**src/rtl/byte_tx_arbiter.sv**
```systemverilog
// Two-channel byte arbiter with one-entry holding registers feeding a busy-handshake transmitter.
// Optional macro BYTE_TX_ARB_FIXED_PRIO_EN: channel 0 always wins contention (round-robin otherwise).
module byte_tx_arbiter #(
    parameter int ACK_TIMEOUT = 16
) (
    input  logic       clk,
    input  logic       rst_n,
    input  logic       req0_stb,
    input  logic [7:0] req0_data,
    input  logic       req1_stb,
    input  logic [7:0] req1_data,
    input  logic       tx_busy,
    output logic       tx_start,
    output logic [7:0] tx_data,
    output logic [1:0] grant,
    output logic       req0_drop,
    output logic       req1_drop,
    output logic       tx_err
);
    localparam int TW = $clog2(ACK_TIMEOUT);
    localparam logic [TW-1:0] TIMER_LAST = TW'(ACK_TIMEOUT - 1);

    typedef enum logic [1:0] {
        IDLE  = 2'd0,
        ACK   = 2'd1,
        DRAIN = 2'd2
    } state_t;

    state_t        state_r;
    logic [TW-1:0] timer_r;
    logic          last_r;
    logic [7:0]    hold0_r;
    logic [7:0]    hold1_r;
    logic          v0_r;
    logic          v1_r;
    logic          sel1_s;
    logic          take_s;
    logic          take0_s;
    logic          take1_s;

    // Channel selection and slot-take decode for the current IDLE cycle.
    always_comb begin
        sel1_s = 1'b0;
`ifdef BYTE_TX_ARB_FIXED_PRIO_EN
        if (v0_r) begin
            sel1_s = 1'b0;
        end else begin
            sel1_s = v1_r;
        end
`else
        if (v0_r && v1_r) begin
            sel1_s = ~last_r;
        end else begin
            sel1_s = v1_r;
        end
`endif
        take_s  = (state_r == IDLE) && (v0_r || v1_r);
        take0_s = take_s && !sel1_s;
        take1_s = take_s && sel1_s;
    end

    // Holding registers; a strobe into a full slot is dropped unless the FSM frees it on the same edge.
    always_ff @(posedge clk or negedge rst_n) begin
        if (!rst_n) begin
            hold0_r   <= 8'h00;
            hold1_r   <= 8'h00;
            v0_r      <= 1'b0;
            v1_r      <= 1'b0;
            req0_drop <= 1'b0;
            req1_drop <= 1'b0;
        end else begin
            req0_drop <= 1'b0;
            req1_drop <= 1'b0;
            if (req0_stb) begin
                if (!v0_r || take0_s) begin
                    hold0_r <= req0_data;
                    v0_r    <= 1'b1;
                end else begin
                    req0_drop <= 1'b1;
                end
            end else if (take0_s) begin
                v0_r <= 1'b0;
            end else begin
                v0_r <= v0_r;
            end
            if (req1_stb) begin
                if (!v1_r || take1_s) begin
                    hold1_r <= req1_data;
                    v1_r    <= 1'b1;
                end else begin
                    req1_drop <= 1'b1;
                end
            end else if (take1_s) begin
                v1_r <= 1'b0;
            end else begin
                v1_r <= v1_r;
            end
        end
    end

    // Grant/handshake controller with registered sink-side outputs.
    always_ff @(posedge clk or negedge rst_n) begin
        if (!rst_n) begin
            state_r  <= IDLE;
            timer_r  <= '0;
            last_r   <= 1'b1;
            tx_start <= 1'b0;
            tx_data  <= 8'h00;
            grant    <= 2'b00;
            tx_err   <= 1'b0;
        end else begin
            tx_start <= 1'b0;
            tx_err   <= 1'b0;
            case (state_r)
                IDLE: begin
                    if (take_s) begin
                        tx_data  <= sel1_s ? hold1_r : hold0_r;
                        grant    <= sel1_s ? 2'b10 : 2'b01;
                        tx_start <= 1'b1;
                        timer_r  <= '0;
                        state_r  <= ACK;
                    end
                end
                ACK: begin
                    if (tx_busy) begin
                        state_r <= DRAIN;
                    end else if (timer_r == TIMER_LAST) begin
                        tx_err  <= 1'b1;
                        grant   <= 2'b00;
                        last_r  <= grant[1];
                        state_r <= IDLE;
                    end else begin
                        timer_r <= timer_r + TW'(1'b1);
                    end
                end
                DRAIN: begin
                    if (!tx_busy) begin
                        grant   <= 2'b00;
                        last_r  <= grant[1];
                        state_r <= IDLE;
                    end
                end
                default: begin
                    grant   <= 2'b00;
                    state_r <= IDLE;
                end
            endcase
        end
    end
endmodule

```
**config.mk**
```make
export PLATFORM = sky130hd
export DESIGN_NAME = byte_tx_arbiter
export DESIGN_NICKNAME = d
export VERILOG_FILES = /design/src/rtl/byte_tx_arbiter.sv
export SDC_FILE = /design/constraint.sdc
export NUM_CORES = 1
export LEC_CHECK = 0
export CAP_MARGIN = 15
export CORE_MARGIN = 2
export CORE_UTILIZATION = 49
export CTS_CLUSTER_SIZE = 12
export DETAILED_ROUTE_END_ITERATION = 12
export PLACE_DENSITY = 0.79
export SLEW_MARGIN = 30
export SYNTH_ARGS = -nofsm -noshare
export SYNTH_HDL_FRONTEND = slang
export SYNTH_SLANG_ARGS = --single-unit
export TNS_END_PERCENT = 10
```
**constraint.sdc**
```tcl
create_clock -name clk -period 1.55 [get_ports clk]
set_input_delay 0.31 -clock clk [delete_from_list [all_inputs] [get_ports clk]]
set_output_delay 0.31 -clock clk [all_outputs]
set_load 0.02 [all_outputs]
```
==> results.sh, run 1 <==
export IMPL_grt_setup_unrepaired="true"
export IMPL_synth_top_cells_by_area="dfrtp_1 59%, mux2_2 11%, a222oi_1 5.0%"
export IMPL_slew_headroom_pct=68.85
export IMPL_grt_start_max_net_pins=40
export IMPL_cp_start_kind="register"
export IMPL_setup_slack_ns=0.004955
export IMPL_power_density_nw_per_um2=2054
export IMPL_fin_tns_setup_ns=0
export IMPL_worst_ep_arrival_time_ns=1.77
export IMPL_grtUsageTotal_pct=21.30
export IMPL_maxSlewViolCount=0
export IMPL_worstPathCellList="nor2b_2, o31ai_4, nand2_4, mux2_2"
export IMPL_yosysTopAreaCell="dfrtp_1"
export IMPL_synth_ff_type="dfrtp_1"
export IMPL_clock_path_buffers=2
export IMPL_vias_per_cell=5.324
export IMPL_cpLargestDelayFamily="flip-flops"
export IMPL_cp_required_ns=1.78
export IMPL_power_mw=4.467
export IMPL_grt_antenna_before_repair=0
export IMPL_vias=1182
export IMPL_gp_congestion=0.8115
export IMPL_drive_above_1_share_pct=28.09
export IMPL_routedWlPerCell_um=15.20
export IMPL_fmaxAchievable_mhz=647.2
export IMPL_core_area_um2=3103
export IMPL_fp_row_count=20
export IMPL_synth_edf_count=0
export IMPL_timing_max_cap_violations=0
export IMPL_drtAntennaViolNets=0
export IMPL_drt_initial_drc_count=142
export IMPL_grt_overflow=0
export IMPL_numCtsBuffers=5
export IMPL_setup_violations=0
export IMPL_initial_utilization_pct=52.10
export IMPL_dpl_worst_slack_ns=-0.1250
export IMPL_yosysSeqAreaShare_pct=60.45
export IMPL_max_stage_delay_ns=0.61
export IMPL_p_leak_nw=1.084
export IMPL_root_buffer="clkbuf_4"
export IMPL_synth_warnings=0
export IMPL_critPathKind="register to register"
export IMPL_num_io_pins=35
export IMPL_h_tree_depth=2
export IMPL_syn_instance_count=125
export IMPL_status="complete, no violations"
export IMPL_ys_ff_latch=39
export IMPL_firstDrtPassIters=5
export IMPL_synth_area_per_cell_um2=12.93
export IMPL_worst_setup_path_end_kind="register"
export IMPL_hp_class="register to register"
export IMPL_port_buffers=34
export IMPL_routed_wl_mm=3.375
export IMPL_fin_skew_ns=0.01204
export IMPL_ys_types=30
export IMPL_cts_sinks=39
export IMPL_grt_pass1_vias=1225
export IMPL_async_flop_share_pct=100.0
export IMPL_fin_util_pct=70.08
export IMPL_nets=199
export IMPL_synth_nets=147
export IMPL_fp_dieH_um=61.44
export IMPL_vdd_drop_max_v=0.0009757
export IMPL_netlist_area_um2=1617
export IMPL_synth_top_area_share_pct=58.82
export IMPL_cp_max_fo=8
export IMPL_period_share_pct=99.68
export IMPL_worst_path_buf_inv=0
export IMPL_die_w_um=61.44
export IMPL_hold_viol_final=0
export IMPL_cts_tree="done"
export IMPL_cpMaxStageDelayCell="dfstp_2"
export IMPL_num_fill_cells=246
export IMPL_clk_latency_ns=0.34
export IMPL_area_growth_syn_to_layout_pct=34.52
export IMPL_period_needed_ns=1.545
export IMPL_grt_first_pass_wirelength_mm=5.589
export IMPL_drc=0
export IMPL_fin_hold_ws_ns=0.4967
export IMPL_dp_hpwl_mm=2.360
export IMPL_worst_slew_pin_slew_ns=0.4672
export IMPL_die_area_um2=3774
export IMPL_synth_top_cells_by_count="38 x dfrtp_1, 16 x mux2_2, 13 x inv_1, 8 x a222oi_1, 8 x nand2_1"
export IMPL_n_antenna_cell=0
export IMPL_path_clk_slew_ns=0.12
export IMPL_synth_most_common_cell="dfrtp_1"
-- cells by family (layout without fill, tap and decap cells) --
| logic type | after synthesis | after routing | share of synthesized area [%] |
|---|---|---|---|
| mux | 19 | 19 | 13.00 |
| simple gates | 28 | 28 | 9.598 |
| buf+inv | 17 | 70 | 5.031 |
| xor+xnor | 1 | 1 | 0.5419 |
| flops | 39 | 39 | 60.45 |
| fa+ha+maj | 1 | 1 | 0.7739 |
| compound gates | 20 | 20 | 10.60 |
-- flip-flops by register name (all words and copies together) (netlist names) --
register   flops
hold0_r        8
hold1_r        8
tx_data        8
timer_r        4
grant          2
state_r        2
last_r         1
req0_drop      1
req1_drop      1
tx_err         1
tx_start       1
v0_r           1
v1_r           1
-- tightest hold or removal path: stages (launching register included) --
cell	delay, ns
dfrtp_1	0.36
a222oi_1	0.06
inv_1	0.05
-- metrics by stage --
step	instances	area [um2]
2_1_floorplan	125	1617
3_3_place_gp	211	2064
3_5_place_dp	211	2064
4_1_cts	220	2127
5_1_grt	222	2175
6_report	222	2175
-- worst paths after layout --
kind | from | end | slack, ns | cells after the start
worst max-delay path | last_r | hold0_r[2] | 0.005 | 4
worst min-delay path | tx_data[3] | tx_data[3] | 0.50 | 2
worst max register to register | last_r | hold0_r[2] | 0.005 | 4
worst min register to register | tx_data[3] | tx_data[3] | 0.50 | 2
max in group asynchronous | rst_n | last_r | 0.67 | 3
min in group asynchronous | rst_n | state_r[1] | 0.54 | 3
-- layout make-up --
cell class | instances | area, um2 | share of cell area [%]
Inverter | 13 | 48.80 | 2.244
Clock inverter | 1 | 5.005 | 0.2301
Timing Repair Buffer | 49 | 440.4 | 20.25
Clock buffer | 7 | 55.05 | 2.532
Sequential cell | 39 | 977.2 | 44.94
Tap cell | 44 | 55.05 | 2.532
Multi-Input combinational cell | 69 | 593.1 | 27.27
-- timing repair --
| action | 4_1_cts | 5_1_grt |
|---|---|---|
| hold buffers | 1 | 0 |
| cloned | 0 | 0 |
| pin swaps | 0 | 8 |
| endpoints found under the hold margin | 10 | 0 |
| buffers inserted | 0 | 2 |
| resized for setup | 16 | 8 |
| setup endpoints to repair | 26 | 28 |
-- placed cells by master, fill, tap and decap left out, types with 2 or more instances in the layout --
| master | instances |
|---|---|
| dfrtp_1 | 38 |
| clkdlybuf4s50_1 | 19 |
| mux2_2 | 16 |
| dlygate4sd2_1 | 14 |
| inv_1 | 13 |
| buf_4 | 12 |
| a222oi_1 | 8 |
| nor2_1 | 7 |
| nand2_1 | 7 |
| clkbuf_4 | 5 |
| o21ai_0 | 3 |
| mux2i_1 | 3 |
| nand2_4 | 2 |
| nand2b_1 | 2 |
| a21o_1 | 2 |
| a21oi_1 | 2 |
| buf_6 | 2 |
-- metal layers --
metal / routed length, um / track usage, % / vias to the layer above
met4: 24 / 6.383 / 0
met5: 0 / 0 / -
met3: 246 / 7.353 / 4
li1: - / - / 544
met1: 1480 / 28.28 / 583
met2: 1624 / 33.43 / 51
-- report_power, final --
group	leakage (nW)	switching [mW]	internal, mW
logic	0.575	1.05	1.07
clock network	0.0353	0.320	0.220
registers	0.473	0.301	1.50
No activity file was read; power rests on OpenSTA's default activity.
==> run 2, diff against run 1 <==
Settings changed: SETUP_SLACK_MARGIN from default to 0.15.
==> run 2 against run 1 <==
The run now ends with negative setup slack left. Final cell count fell by 0.45%. Sequential share of layout area decreased by 1.5 points. Sequential power grew 2%. Power is 6.2% higher. Global-route usage is 0.71 points higher. Clock skew fell by 0.0022 ns. Combinational power up 11%. Maximum frequency fell by 1.8%. Cell area up 3.7%. Critical path depth did not move. Critical path type unchanged. Critical endpoint is now hold0_r[5]. Largest power group unchanged.
==> results.sh, run 2 (synthesis gave the netlist of run 1 again) <==
export IMPL_drive_above_1_share_pct=37.29
export IMPL_fmaxAchievable_mhz=635.9
export IMPL_drt_initial_drc_count=95
export IMPL_wl_met1_mm=1.660
export IMPL_grt_overflow=0
export IMPL_slew_headroom_pct=67.89
export IMPL_worstPathCellList="nor2b_2, o31ai_4, nand2_4, mux2_4"
export IMPL_n_antenna_cell=0
export IMPL_critPathKind="register to register"
export IMPL_fp_row_count=20
export IMPL_timing_max_cap_violations=0
export IMPL_setup_violations=6
export IMPL_dr_wl_met3_um=196
export IMPL_violations="negative setup slack"
export IMPL_layout_commonest_cell="dfrtp_1"
export IMPL_finalInstanceArea_um2=2256
export IMPL_vdd_drop_max_v=0.0009338
export IMPL_die_area_um2=3774
export IMPL_fp_dieH_um=61.44
export IMPL_setup_slack_ns=-0.02260
export IMPL_dp_hpwl_mm=2.360
export IMPL_drtAntennaViolNets=0
export IMPL_core_area_um2=3103
export IMPL_cp_start_kind="register"
export IMPL_clk_latency_ns=0.35
export IMPL_max_stage_delay_ns=0.62
export IMPL_grt_start_max_net_pins=40
export IMPL_drc=0
export IMPL_placed_cell_area_um2=2064
export IMPL_port_buffers=34
export IMPL_dp_cells=211
export IMPL_worst_ep_arrival_time_ns=1.82
export IMPL_cpLargestDelayFamily="flip-flops"
export IMPL_routed_wl_mm=3.643
export IMPL_clock_path_buffers=2
export IMPL_worst_path_buf_inv=0
export IMPL_num_io_pins=35
export IMPL_path_clk_slew_ns=0.12
export IMPL_fin_skew_ns=0.009857
export IMPL_grt_pass1_vias=1255
export IMPL_nets=198
export IMPL_vias_per_cell=5.385
export IMPL_wl_met2_mm=1.735
export IMPL_numCtsBuffers=5
export IMPL_dpl_worst_slack_ns=-0.1250
export IMPL_status="finished with violations"
export IMPL_initial_utilization_pct=52.10
export IMPL_grtUsageTotal_pct=22.01
export IMPL_mostFrequentLayoutCells="36 x dfrtp_1, 19 x clkdlybuf4s50_1, 13 x inv_1"
export IMPL_cts_sinks=39
export IMPL_maxSlewViolCount=0
export IMPL_fin_util_pct=72.70
export IMPL_power_density_nw_per_um2=2102
export IMPL_grt_first_pass_wirelength_mm=5.802
export IMPL_dr_max_layer_used="met4"
export IMPL_vias=1190
export IMPL_period_needed_ns=1.573
export IMPL_firstDrtPassIters=5
export IMPL_cp_required_ns=1.80
export IMPL_area_growth_syn_to_layout_pct=39.55
export IMPL_p_leak_nw=1.122
export IMPL_cts_tree="done"
export IMPL_grt_antenna_before_repair=0
export IMPL_h_tree_depth=2
export IMPL_instances_no_fill=221
export IMPL_grt_setup_unrepaired="true"
export IMPL_hold_viol_final=0
export IMPL_die_w_um=61.44
export IMPL_cp_max_fo=8
export IMPL_period_share_pct=101.5
export IMPL_largest_registers="hold0_r: 8 flops, hold1_r: 8 flops, tx_data: 8 flops"
export IMPL_root_buffer="clkbuf_4"
export IMPL_routedWlPerCell_um=16.48
export IMPL_worst_setup_path_end_kind="register"
export IMPL_worst_slew_pin_slew_ns=0.4816
export IMPL_cpMaxStageDelayCell="dfstp_2"
export IMPL_gp_congestion=0.8115
export IMPL_power_mw=4.742
export IMPL_hp_class="register to register"
-- run 2: per-layer routing --
| metal | vias to the layer above | GRT usage, % |
|---|---|---|
| met5 | - | 0 |
| met1 | 597 | 28.97 |
| met3 | 5 | 5.672 |
| li1 | 541 | - |
| met4 | 0 | 10.33 |
| met2 | 47 | 34.35 |
-- run 2: area by class of cell --
| cell class | count | area, um2 |
|---|---|---|
| well taps | 44 | 55.05 |
| repair buffers | 48 | 422.9 |
| clock buffers | 7 | 55.05 |
| inverters | 13 | 48.80 |
| clock inverters | 1 | 5.005 |
| fillers | 226 | 847.1 |
| multi-input cells | 69 | 689.4 |
| flip-flops and latches | 39 | 979.7 |
-- run 2: worst register-to-register path, stage by stage (launching register included) --
cell and delay, ns:
dfstp_2 0.62, nor2b_2 0.08, o31ai_4 0.29, nand2_4 0.17, mux2_4 0.33
-- run 2: stage by stage --
step,hold WS (ns),setup TNS [ns]
after floorplan,0.01441,0
after global placement,0.3785,-0.2201
after detailed placement,0.3852,-0.4053
after CTS,0.5008,0
after global routing,0.5297,-0.4388
final,0.5093,-0.07895
-- run 2: repair_timing --
| action | in CTS | in global routing |
|---|---|---|
| endpoints found under the hold margin | 10 | 0 |
| hold buffers | 1 | 0 |
| endpoints found under the setup margin | 45 | 39 |
| setup buffers | 0 | 1 |
| pin swaps | 16 | 8 |
| gates resized for setup | 43 | 26 |
-- run 2: power breakdown --
part           leakage [nW]  switching (mW)  internal, mW
clock                0.0353           0.325         0.220
sequential            0.471           0.335          1.50
combinational         0.615            1.15          1.21
-- run 2: worst paths after layout --
check / start / end / slack (ns) / cells after the start
max in group asynchronous: rst_n / last_r / 0.66 / 3
hold reg to reg: tx_data[3] / tx_data[3] / 0.51 / 2
min in group asynchronous: rst_n / tx_err / 0.54 / 3
hold / removal: tx_data[3] / tx_data[3] / 0.51 / 2
setup / recovery: last_r / hold0_r[5] / -0.02 / 4
setup reg to reg: last_r / hold0_r[5] / -0.02 / 4
==> run 3, diff against run 2 <==
Settings changed: CORE_UTILIZATION 49 to 45, PLACE_DENSITY 0.79 to 0.73.
==> run 3 against run 2 <==
The flow now finishes without violations. Worst setup slack better by 0.047 ns. Clock-buffer cell count stayed put. Hold slack worse by 0.10 ns. First-iteration DRC count is 14% lower. Combinational power is 2% lower. Clock skew is 0.0073 ns lower. Largest power group unchanged.
==> results.sh, run 3 (synthesis gave the netlist of run 1 again) <==
export IMPL_largest_registers="hold0_r: 8 flops, hold1_r: 8 flops, tx_data: 8 flops"
export IMPL_fin_skew_ns=0.002520
export IMPL_area_growth_syn_to_layout_pct=40.48
export IMPL_status="complete, no violations"
export IMPL_vias=1165
export IMPL_nets=199
export IMPL_h_tree_depth=2
export IMPL_n_antenna_cell=0
export IMPL_grt_setup_unrepaired="true"
export IMPL_num_io_pins=35
export IMPL_cp_start_kind="register"
export IMPL_period_share_pct=98.44
export IMPL_worst_slew_pin_slew_ns=0.4470
export IMPL_routed_wl_mm=3.595
export IMPL_dpl_worst_slack_ns=-0.1173
export IMPL_worst_ep_arrival_time_ns=1.78
export IMPL_instances_no_fill=224
export IMPL_grtUsageTotal_pct=19.03
export IMPL_setup_slack_ns=0.02415
export IMPL_vias_per_cell=5.201
export IMPL_p_leak_nw=1.133
export IMPL_slew_headroom_pct=70.17
export IMPL_die_w_um=63.94
export IMPL_grt_antenna_before_repair=0
export IMPL_routedWlPerCell_um=16.05
export IMPL_max_stage_delay_ns=0.60
export IMPL_dp_cells=211
export IMPL_cp_max_fo=8
export IMPL_period_needed_ns=1.526
export IMPL_gp_congestion=0.7285
export IMPL_worst_setup_path_end_kind="register"
export IMPL_layout_commonest_cell="dfrtp_1"
export IMPL_dp_hpwl_mm=2.467
export IMPL_maxSlewViolCount=0
export IMPL_grt_pass1_vias=1259
export IMPL_fp_dieH_um=63.94
export IMPL_fmaxAchievable_mhz=655.4
export IMPL_grt_overflow=0
export IMPL_cp_required_ns=1.80
export IMPL_core_area_um2=3390
export IMPL_drc=0
export IMPL_power_density_nw_per_um2=2089
export IMPL_power_mw=4.744
export IMPL_fp_row_count=21
export IMPL_numCtsBuffers=5
export IMPL_hold_viol_final=0
export IMPL_drive_above_1_share_pct=34.83
export IMPL_cts_tree="done"
export IMPL_critPathKind="register to register"
export IMPL_worstPathCellList="a211o_1, nand2_2, nand2_8, mux2_2"
export IMPL_cts_sinks=39
export IMPL_grt_start_max_net_pins=23
export IMPL_clk_latency_ns=0.36
export IMPL_clock_path_buffers=2
export IMPL_initial_utilization_pct=47.69
export IMPL_drtAntennaViolNets=0
export IMPL_firstDrtPassIters=6
export IMPL_grt_first_pass_wirelength_mm=5.837
export IMPL_path_clk_slew_ns=0.11
export IMPL_hp_class="primary input to asynchronous set/reset pin"
export IMPL_die_area_um2=4088
export IMPL_mostFrequentLayoutCells="36 x dfrtp_1, 19 x clkdlybuf4s50_1, 13 x inv_1"
export IMPL_timing_max_cap_violations=0
export IMPL_root_buffer="clkbuf_4"
export IMPL_cpMaxStageDelayCell="dfstp_2"
export IMPL_drt_initial_drc_count=82
export IMPL_port_buffers=34
export IMPL_setup_violations=0
export IMPL_vdd_drop_max_v=0.0008754
[run 3: final timing paths]
| path | from | to | slack (ns) | cells after the start |
|---|---|---|---|---|
| setup reg to reg | last_r | hold1_r[7] | 0.02 | 4 |
| hold reg to reg | tx_data[6] | tx_data[6] | 0.50 | 2 |
| min in group clk | tx_data[6] | tx_data[6] | 0.50 | 2 |
| setup / recovery | last_r | hold1_r[7] | 0.02 | 4 |
| max in group asynchronous | rst_n | last_r | 0.61 | 3 |
| hold / removal | rst_n | req0_drop | 0.41 | 2 |
[run 3: timing repair]
item / CTS / global route
endpoints found under the hold margin: 17 / 0
gates resized for setup: 33 / 30
hold buffers: 1 / 0
setup endpoints to repair: 45 / 40
setup buffers: 0 / 4
pin swaps: 7 / 13
[run 3: worst max-delay path, delay by kind of cell, from the launching register on]
family / cells / cell delay [ns]
compound gates: 1 / 0.22
flops: 1 / 0.60
mux: 1 / 0.34
simple gates: 2 / 0.26
[run 3: through the flow]
stage	instance area, um2	setup TNS (ns)	util [%]	hold slack [ns]
after CTS	2185	0	64.45	0.4224
after floorplan	1617	0	-	0.01441
after global routing	2271	-0.08108	67.00	0.4277
after detailed placement	2064	-0.3590	60.91	0.2752
after global placement	2064	-0.1815	60.91	0.2631
final	2271	0	67.00	0.4085
[run 3: cell type report]
cell class                      instances  area [um2]
Clock buffer                            7       65.06
Clock inverter                          1       7.507
Fill cell                             237        1119
Inverter                               13       48.80
Multi-Input combinational cell         69       664.4
Sequential cell                        39       979.7
Tap cell                               46       57.56
Timing Repair Buffer                   49       447.9
[run 3: metal layers]
metal / global-route usage, % / vias up / routed length (um)
met3: 4.401 / 7 / 162
met2: 31.77 / 33 / 1837
li1: - / 544 / -
met1: 22.85 / 581 / 1522
met4: 9.783 / 0 / 74
met5: 0 / - / 0
[run 3: report_power, final]
part	internal [mW]	total (mW)	switching (mW)
clock	0.265	0.604	0.339
combinational	1.20	2.32	1.12
sequential	1.50	1.82	0.320
